$ cat src/rtl/bios_boot_loader.sv
// Boot loader: copies DEPTH BIOS words into instruction memory, then pulses PC clear and releases the CPU.
// Latency: one START cycle, one cycle per acknowledged word, one RELEASE cycle, then DONE.
// Backpressure: waits on imem_wr_ack holding addr/data; TIMEOUT consecutive unacked cycles on one word -> FAULT.
//
// Ports:
//   clock, reset_n            sole clock, async active-low reset
//   bios_flat                 BIOS image, word k at [WORD_W*k +: WORD_W]
//   reload                    re-run the copy (honoured only in DONE / FAULT)
//   imem_wr_ack               instruction memory accepted the current write
//   imem_wr_en/addr/data      instruction memory write request
//   cpu_hold, cpu_pc_clear    CPU freeze and one-cycle PC reset pulse
//   boot_done, boot_error     copy finished / write timeout
//   words_loaded              acknowledged writes in the current pass
module bios_boot_loader #(
  parameter int WORD_W  = 16,
  parameter int DEPTH   = 16,
  parameter int ADDR_W  = 4,
  parameter int TIMEOUT = 15
) (
  input  logic                    clock,
  input  logic                    reset_n,
  input  logic [DEPTH*WORD_W-1:0] bios_flat,
  input  logic                    reload,
  input  logic                    imem_wr_ack,
  output logic                    imem_wr_en,
  output logic [ADDR_W-1:0]       imem_wr_addr,
  output logic [WORD_W-1:0]       imem_wr_data,
  output logic                    cpu_hold,
  output logic                    cpu_pc_clear,
  output logic                    boot_done,
  output logic                    boot_error,
  output logic [ADDR_W:0]         words_loaded
);

  typedef enum logic [2:0] {
    ST_START   = 3'd0,
    ST_WRITE   = 3'd1,
    ST_RELEASE = 3'd2,
    ST_DONE    = 3'd3,
    ST_FAULT   = 3'd4
  } state_t;

  localparam logic [ADDR_W-1:0] LAST_IDX  = ADDR_W'(DEPTH - 1);
  // Wait count seen during the TIMEOUT-th consecutive unacked cycle.
  localparam logic [7:0]        WAIT_LAST = 8'(TIMEOUT - 1);

  state_t            state_q, state_d;
  logic [ADDR_W-1:0] idx_q, idx_d;
  logic [7:0]        wait_q, wait_d;
  logic [ADDR_W:0]   loaded_q, loaded_d;
  logic              wr_en_q, wr_en_d;
  logic              hold_q, hold_d;
  logic              pc_clear_q, pc_clear_d;
  logic              done_q, done_d;
  logic              error_q, error_d;

  // Unpack the flat image so the current word is a simple array lookup.
  logic [WORD_W-1:0] bios_word [DEPTH];
  for (genvar k = 0; k < DEPTH; k++) begin : g_unpack
    assign bios_word[k] = bios_flat[WORD_W*k +: WORD_W];
  end

  always_comb begin
    state_d  = state_q;
    idx_d    = idx_q;
    wait_d   = wait_q;
    loaded_d = loaded_q;
    unique case (state_q)
      ST_START: begin
        idx_d    = '0;
        wait_d   = '0;
        loaded_d = '0;
        state_d  = ST_WRITE;
      end
      ST_WRITE: begin
        // An ack in the last allowed cycle wins over the timeout.
        if (imem_wr_ack) begin
          loaded_d = loaded_q + (ADDR_W+1)'(1);
          wait_d   = '0;
          if (idx_q == LAST_IDX) begin
            state_d = ST_RELEASE;
          end else begin
            idx_d = idx_q + ADDR_W'(1);
          end
        end else begin
          wait_d = wait_q + 8'd1;
          if (wait_q == WAIT_LAST) begin
            state_d = ST_FAULT;
          end
        end
      end
      ST_RELEASE: state_d = ST_DONE;
      ST_DONE:    if (reload) state_d = ST_START;
      ST_FAULT:   if (reload) state_d = ST_START;
      default:    state_d = ST_START;
    endcase
  end

  // Outputs are registered from the next state so they change in step with it.
  always_comb begin
    wr_en_d    = (state_d == ST_WRITE);
    hold_d     = (state_d != ST_DONE);
    pc_clear_d = (state_d == ST_RELEASE);
    done_d     = (state_d == ST_DONE);
    error_d    = (state_d == ST_FAULT);
  end

  always_ff @(posedge clock or negedge reset_n) begin
    if (!reset_n) begin
      state_q    <= ST_START;
      idx_q      <= '0;
      wait_q     <= '0;
      loaded_q   <= '0;
      wr_en_q    <= 1'b0;
      hold_q     <= 1'b1;
      pc_clear_q <= 1'b0;
      done_q     <= 1'b0;
      error_q    <= 1'b0;
    end else begin
      state_q    <= state_d;
      idx_q      <= idx_d;
      wait_q     <= wait_d;
      loaded_q   <= loaded_d;
      wr_en_q    <= wr_en_d;
      hold_q     <= hold_d;
      pc_clear_q <= pc_clear_d;
      done_q     <= done_d;
      error_q    <= error_d;
    end
  end

  assign imem_wr_en   = wr_en_q;
  assign imem_wr_addr = idx_q;
  assign imem_wr_data = bios_word[idx_q];
  assign cpu_hold     = hold_q;
  assign cpu_pc_clear = pc_clear_q;
  assign boot_done    = done_q;
  assign boot_error   = error_q;
  assign words_loaded = loaded_q;

endmodule

$ cat config.mk
export PLATFORM = sky130hd
export DESIGN_NAME = bios_boot_loader
export DESIGN_NICKNAME = d
export VERILOG_FILES = /design/src/rtl/bios_boot_loader.sv
export SDC_FILE = /design/constraint.sdc
export NUM_CORES = 1
export LEC_CHECK = 0
export ABC_CLOCK_PERIOD_IN_PS = 4150
export CORE_MARGIN = 4
export CORE_UTILIZATION = 30
export CTS_CLUSTER_SIZE = 28
export DETAILED_ROUTE_END_ITERATION = 16
export GPL_TIMING_DRIVEN = 0
export PLACE_DENSITY = 0.77
export SLEW_MARGIN = 20
export SYNTH_ARGS = -nofsm -noshare
export SYNTH_HDL_FRONTEND = slang
export SYNTH_SLANG_ARGS = --single-unit
export TNS_END_PERCENT = 50
$ cat constraint.sdc
create_clock -name clock -period 4.15 [get_ports clock]
set_input_delay 0.415 -clock clock [delete_from_list [all_inputs] [get_ports clock]]
set_output_delay 0.415 -clock clock [all_outputs]
set_load 0.005 [all_outputs]
==> flow_metrics.env, run 1 <==
export IMPL_crit_path_end_kind="output pin"
export IMPL_setup_violations_final=0
export IMPL_synth_seq_area_share_pct=19.0
export IMPL_cts_root_buf="clkbuf_8"
export IMPL_grtUsageTotal_pct=26.9
export IMPL_cts_tree="yes"
export IMPL_die_y_um=113
export IMPL_cp_arrival_ns=2.86
export IMPL_grt_max_degree=26
export IMPL_worst_path_max_fanout=10
export IMPL_worstSetupPathType="register to output pin"
export IMPL_ys_seq_elements=25
export IMPL_syn_to_final_growth_pct=94.5
export IMPL_first_iter_violations=307
export IMPL_r2r_end="imem_wr_addr[3]$_DFFE_PN0P_"
export IMPL_syn_area_per_cell_um2=9.87
export IMPL_via_per_inst=5.66
export IMPL_numCtsBuffers=3
export IMPL_final_area_um2=6410
export IMPL_r2r_slack_ns=2.33
export IMPL_tightest_slew_ns=0.855
export IMPL_fin_tns_setup_ns=0
export IMPL_r2r_cells=5
export IMPL_status="finished clean"
export IMPL_fin_ws_ns=0.878
export IMPL_cts_resized=0
export IMPL_place_inst=763
export IMPL_grt_pass1_vias=4595
export IMPL_min_period_over_period_pct=78.8
export IMPL_vias=4362
export IMPL_startpoint="imem_wr_addr[1]$_DFFE_PN0P_"
export IMPL_rsz0062_at_grt="false"
export IMPL_ios=290
export IMPL_synth_edf_count=0
export IMPL_fin_hold_ws_ns=0.112
export IMPL_wire_per_inst_um=23.7
export IMPL_cts_setup_buffers=0
export IMPL_maxCapViolCount=0
export IMPL_nFillCells=920
export IMPL_ant_nets=0
export IMPL_die_area_um2=12700
export IMPL_clk_latency_ns=0.28
export IMPL_grt_ovfl_total=0
export IMPL_p_per_area_nw_per_um2=508
export IMPL_synth_cells=334
export IMPL_num_rows=38
export IMPL_ctsHoldBuffers=0
export IMPL_r2r_start="imem_wr_addr[3]$_DFFE_PN0P_"
export IMPL_fmax_ghz=0.306
export IMPL_synth_warnings=0
export IMPL_antenna_found_initial=2
export IMPL_place_hpwl_um=15300
export IMPL_clock_skew_final_ns=0.00952
export IMPL_drtPass1Iterations=5
export IMPL_dpl_worst_slack_ns=1.24
export IMPL_layout_drive_gt1_share_pct=10.4
export IMPL_synth_ff_type="dfrtp_1"
export IMPL_p_leak_nw=2.54
export IMPL_synth_nets=598
export IMPL_io_buffer_count=289
export IMPL_finalMaxSlewViolations=0
export IMPL_hp_class="primary input to async pin"
export IMPL_core_um2=10800
export IMPL_cts_sinks=25
export IMPL_grt_pass1_wl_um=26500
export IMPL_stdcell_count=770
export IMPL_mostFrequentLayoutCell="clkdlybuf4s50_1"
export IMPL_htree_levels=1
export IMPL_ys_types=37
export IMPL_nets=892
export IMPL_cts_buffer_depth=2
export IMPL_fin_crit_ns=3.27
export IMPL_final_core_util_pct=59.4
export IMPL_ir_worst_vdd_mv=0.247
export IMPL_routed_wl_um=18200
export IMPL_place_congestion=0.932
export IMPL_worstPathRequired_ns=3.73
export IMPL_layout_common_cells="clkdlybuf4s50_1 (288), mux2i_1 (66), o21ai_0 (34)"
export IMPL_critPathLaunchType="register"
export IMPL_hold_viol=0
export IMPL_syn_area_um2=3300
export IMPL_dpl_cell_area_um2=6360
export IMPL_initial_core_util_pct=30.5
export IMPL_finalPower_mw=3.26
export IMPL_remaining_drc_errors=0
export IMPL_clkTransAtPathRegs_ns=0.09
export IMPL_ys_async_sr_fraction_pct=100
export IMPL_max_slew_margin_pct=43.0
export IMPL_dieWidth_um=113
[state kept, by name (all words and copies together) (netlist names)]
signal        count
words_loaded      5
wait_q            8
boot_done         1
boot_error        1
cpu_hold          1
imem_wr_en        1
cpu_pc_clear      1
state_q           3
imem_wr_addr      4
[kinds of logic (layout without fill, tap and decap cells)]
logic type                 after synthesis  count (layout)  share of synthesized area (%)
AOI/OAI and AO/OA                      101             101                           21.6
xor gates and xnor gates                 1               1                          0.266
adders and majority gates                4               4                           1.52
buffers and inverters                   41             334                           6.26
DFF                                     25              25                           19.0
muxes                                   98              98                           41.9
other                                    0               3                              0
and+or+nand+nor                         64              64                           9.49
[cell usage after synthesis (all sizes together), types with 4 or more instances]
master / instances / area (um^2)
mux2i: 66 / 661
o21ai: 34 / 170
a221oi: 32 / 280
mux4: 32 / 721
nand2: 29 / 109
dfrtp: 24 / 601
buf: 22 / 135
a22oi: 16 / 120
clkbuf: 12 / 45.0
a21oi: 6 / 30.0
inv: 6 / 22.5
nand3: 6 / 30.0
nand4: 6 / 37.5
a22o: 5 / 43.8
nor2: 5 / 18.8
nor3: 5 / 25.0
ha: 4 / 50.1
[layout make-up]
class                      count  area, um^2  share of cell area (%)
antenna                        3        7.51                   0.117
buffer                        34         180                    2.81
clock buffer                   3        41.3                   0.644
clock inverter                 1        5.00                  0.0780
inverter                       7        26.3                   0.410
multi-input combinational    268        2460                    38.4
sequential                    25         627                    9.77
tap                          140         175                    2.73
timing repair buffer         289        2890                    45.0
[worst max-delay path, stage by stage (launching register included)]
cell	delay (ns)
dfrtp_1	0.41
buf_2	0.27
clkbuf_1	0.68
mux4_2	0.42
a22oi_1	0.18
nand2_1	0.11
clkdlybuf4s50_1	0.51
[worst max-delay path by stage]
stage | slack, ns | depth (start not counted) | end
2_1_floorplan | 2.18 | 5 | imem_wr_data[10]
3_3_place_gp | 1.27 | 6 | imem_wr_data[6]
3_5_place_dp | 1.24 | 6 | imem_wr_data[4]
4_1_cts | 0.91 | 6 | imem_wr_data[5]
5_1_grt | 0.81 | 6 | imem_wr_data[7]
6_report | 0.88 | 6 | imem_wr_data[4]
[report_power, final]
group	total, mW	internal (mW)	switching (mW)
registers	0.382	0.306	0.0762
logic	2.73	1.40	1.32
clock network	0.148	0.0674	0.0805
[metal layers]
layer,routed length [um],part of all wire [%],vias to the layer above,track usage [%]
met5,0,0,-,0
met4,678,3.7,0,10.0
met3,1470,8.1,41,5.13
met2,9550,52,271,49.3
met1,6530,36,2096,31.0
li1,-,-,1954,-
(Power assumes the default switching activity.)
==> inputs of run 2 (changes only) <==
- ABC_CLOCK_PERIOD_IN_PS: 4150 -> 3000
- CORE_UTILIZATION: 30 -> 29
- PLACE_DENSITY: 0.77 -> 0.78
- clock period: 4.15 -> 3 ns (I/O delays scaled with it)
==> run 2 against run 1 <==
Via count decreased by 1.3%. Flip-flop and latch count unchanged. Register-to-register slack got worse by 1.2 ns. Count of clock-buffer cells in the layout unchanged. Critical endpoint is now imem_wr_data[8]. Highest routed layer is now met5.
==> flow_metrics.env, run 2 (synthesis results as in run 1) <==
export IMPL_largest_reg_flops=8
export IMPL_grt_max_degree=26
export IMPL_via_per_inst=5.61
export IMPL_io_buffer_count=289
export IMPL_cts_tree="yes"
export IMPL_htree_levels=1
export IMPL_grt_ovfl_total=0
export IMPL_clock_skew_final_ns=0.00974
export IMPL_worst_path_max_fanout=10
export IMPL_first_iter_violations=388
export IMPL_hp_class="primary input to async pin"
export IMPL_die_area_um2=13100
export IMPL_ant_nets=0
export IMPL_tightest_slew_ns=0.567
export IMPL_grt_use_met3_pct=9.51
export IMPL_path_cells="buf_2 > and2_1 > buf_2 > buf_2 > a221oi_1 > o21ai_0 > nand2_1 > clkdlybuf4s50_1"
export IMPL_antenna_found_initial=3
export IMPL_maxCapViolCount=0
export IMPL_routed_wl_um=18900
export IMPL_path_delay_family="buffers and inverters"
export IMPL_cts_buffer_depth=2
export IMPL_setup_violations_final=0
export IMPL_place_inst=763
export IMPL_num_rows=38
export IMPL_finalMaxSlewViolations=0
export IMPL_max_stage_delay_ns=0.53
export IMPL_fin_crit_ns=2.98
export IMPL_rsz0062_at_grt="true"
export IMPL_drtPass1Iterations=5
export IMPL_remaining_drc_errors=0
export IMPL_cp_arrival_ns=2.68
export IMPL_status="finished clean"
export IMPL_cp_common_cell="buf_2"
export IMPL_worstSetupPathType="register to output pin"
export IMPL_grtUsageTotal_pct=26.7
export IMPL_cts_root_buf="clkbuf_16"
export IMPL_die_y_um=115
export IMPL_critPathLaunchType="register"
export IMPL_met1_usage_pct=32.9
export IMPL_crit_path_top_delay_cell="clkdlybuf4s50_1"
export IMPL_fmax_ghz=0.336
export IMPL_crit_path_end_kind="output pin"
export IMPL_ir_worst_vdd_mv=0.375
export IMPL_busiest_layer="met2"
export IMPL_core_um2=11000
export IMPL_diodes=0
export IMPL_cts_sinks=25
export IMPL_max_slew_margin_pct=62.0
export IMPL_largest_register="wait_q"
export IMPL_r2r_start="imem_wr_addr[1]$_DFFE_PN0P_"
export IMPL_dieWidth_um=115
export IMPL_initial_core_util_pct=30.0
export IMPL_stdcell_count=767
export IMPL_ios=290
export IMPL_place_hpwl_um=15800
export IMPL_p_leak_nw=2.60
export IMPL_numCtsBuffers=3
export IMPL_clk_latency_ns=0.27
export IMPL_nets=892
export IMPL_layout_common_cells="clkdlybuf4s50_1 (288), mux2i_1 (66), o21ai_0 (34)"
export IMPL_critical_path_buf_inv_count=4
export IMPL_startpoint="imem_wr_addr[1]$_DFFE_PN0P_"
export IMPL_gr_usage_met2_pct=45.3
export IMPL_final_core_util_pct=59.4
export IMPL_fin_tns_setup_ns=0
export IMPL_vias=4306
export IMPL_ctsHoldBuffers=0
export IMPL_grt_pass1_wl_um=26600
export IMPL_p_per_area_nw_per_um2=724
export IMPL_place_congestion=0.959
export IMPL_syn_to_final_growth_pct=97.8
export IMPL_clkTransAtPathRegs_ns=0.07
export IMPL_r2r_slack_ns=1.15
export IMPL_grt_pass1_vias=4456
export IMPL_layout_drive_gt1_share_pct=13.1
export IMPL_mostFrequentLayoutCell="clkdlybuf4s50_1"
export IMPL_wire_per_inst_um=24.6
export IMPL_hold_viol=0
export IMPL_worstPathRequired_ns=2.70
export IMPL_min_period_over_period_pct=99.2
==> run 2: changes by cell type in the layout (fill, tap and decap cells not counted), moves of 3 or more <==
cell       previous run  this run
a221oi_1             32        21
a221oi_2              0        11
clkbuf_1             12         7
clkbuf_2              0         5
clkbuf_16             0         3
clkbuf_8              3         0
diode_2               3         0
==> run 2: what timing repair did <==
item / in CTS / in global routing
endpoints found under the setup margin: 12 / 13
buffers inserted: 0 / 0
resized for setup: 3 / 17
==> run 2: worst register-to-register path: stages, from the launching register on <==
cell	delay, ns
dfrtp_1	0.39
buf_2	0.26
and2_1	0.15
buf_2	0.15
buf_2	0.29
nand4_1	0.15
mux2i_1	0.20
o22ai_1	0.11
==> run 2: final timing paths <==
kind | to | cells past startpoint
max | imem_wr_data[8] | 8
min | imem_wr_addr[1]$_DFFE_PN0P_ | 1
max reg2reg | imem_wr_addr[3]$_DFFE_PN0P_ | 7
min reg2reg | wait_q[3]$_DFFE_PN0P_ | 1
max in group asynchronous | words_loaded[3]$_DFFE_PN0P_ | 1
min in group clock | wait_q[3]$_DFFE_PN0P_ | 1
==> run 2: through the flow <==
step,area (um^2),hold WS (ns),setup slack (ns),power (mW)
after floorplan,3300,0.00441,1.14,2.61
after global placement,6360,0.483,0.170,4.24
after detailed placement,6360,0.514,0.177,4.27
after CTS,6450,0.525,0.0168,4.60
after global routing,6520,0.0720,-0.0594,5.01
final,6520,0.0278,0.0232,4.72
==> run 2: power breakdown <==
group,switching (mW),leakage (nW),internal (mW),total [mW]
combinational,1.91,2.24,1.99,3.89
sequential,0.106,0.318,0.424,0.530
clock,0.120,0.0409,0.180,0.299
==> run 2: per-layer routing <==
layer	part of all wire [%]	up-vias
li1	-	1948
met1	38	2045
met2	49	284
met3	11	23
met4	1.5	6
met5	0.24	-
==> run 2: cell type report <==
type / count / area, um^2
buffer: 34 / 189
clock buffer: 3 / 75.1
clock inverter: 1 / 5.00
fill: 953 / 4460
inverter: 7 / 30.0
multi-input combinational: 268 / 2530
sequential: 25 / 627
tap: 140 / 175
timing repair buffer: 289 / 2890
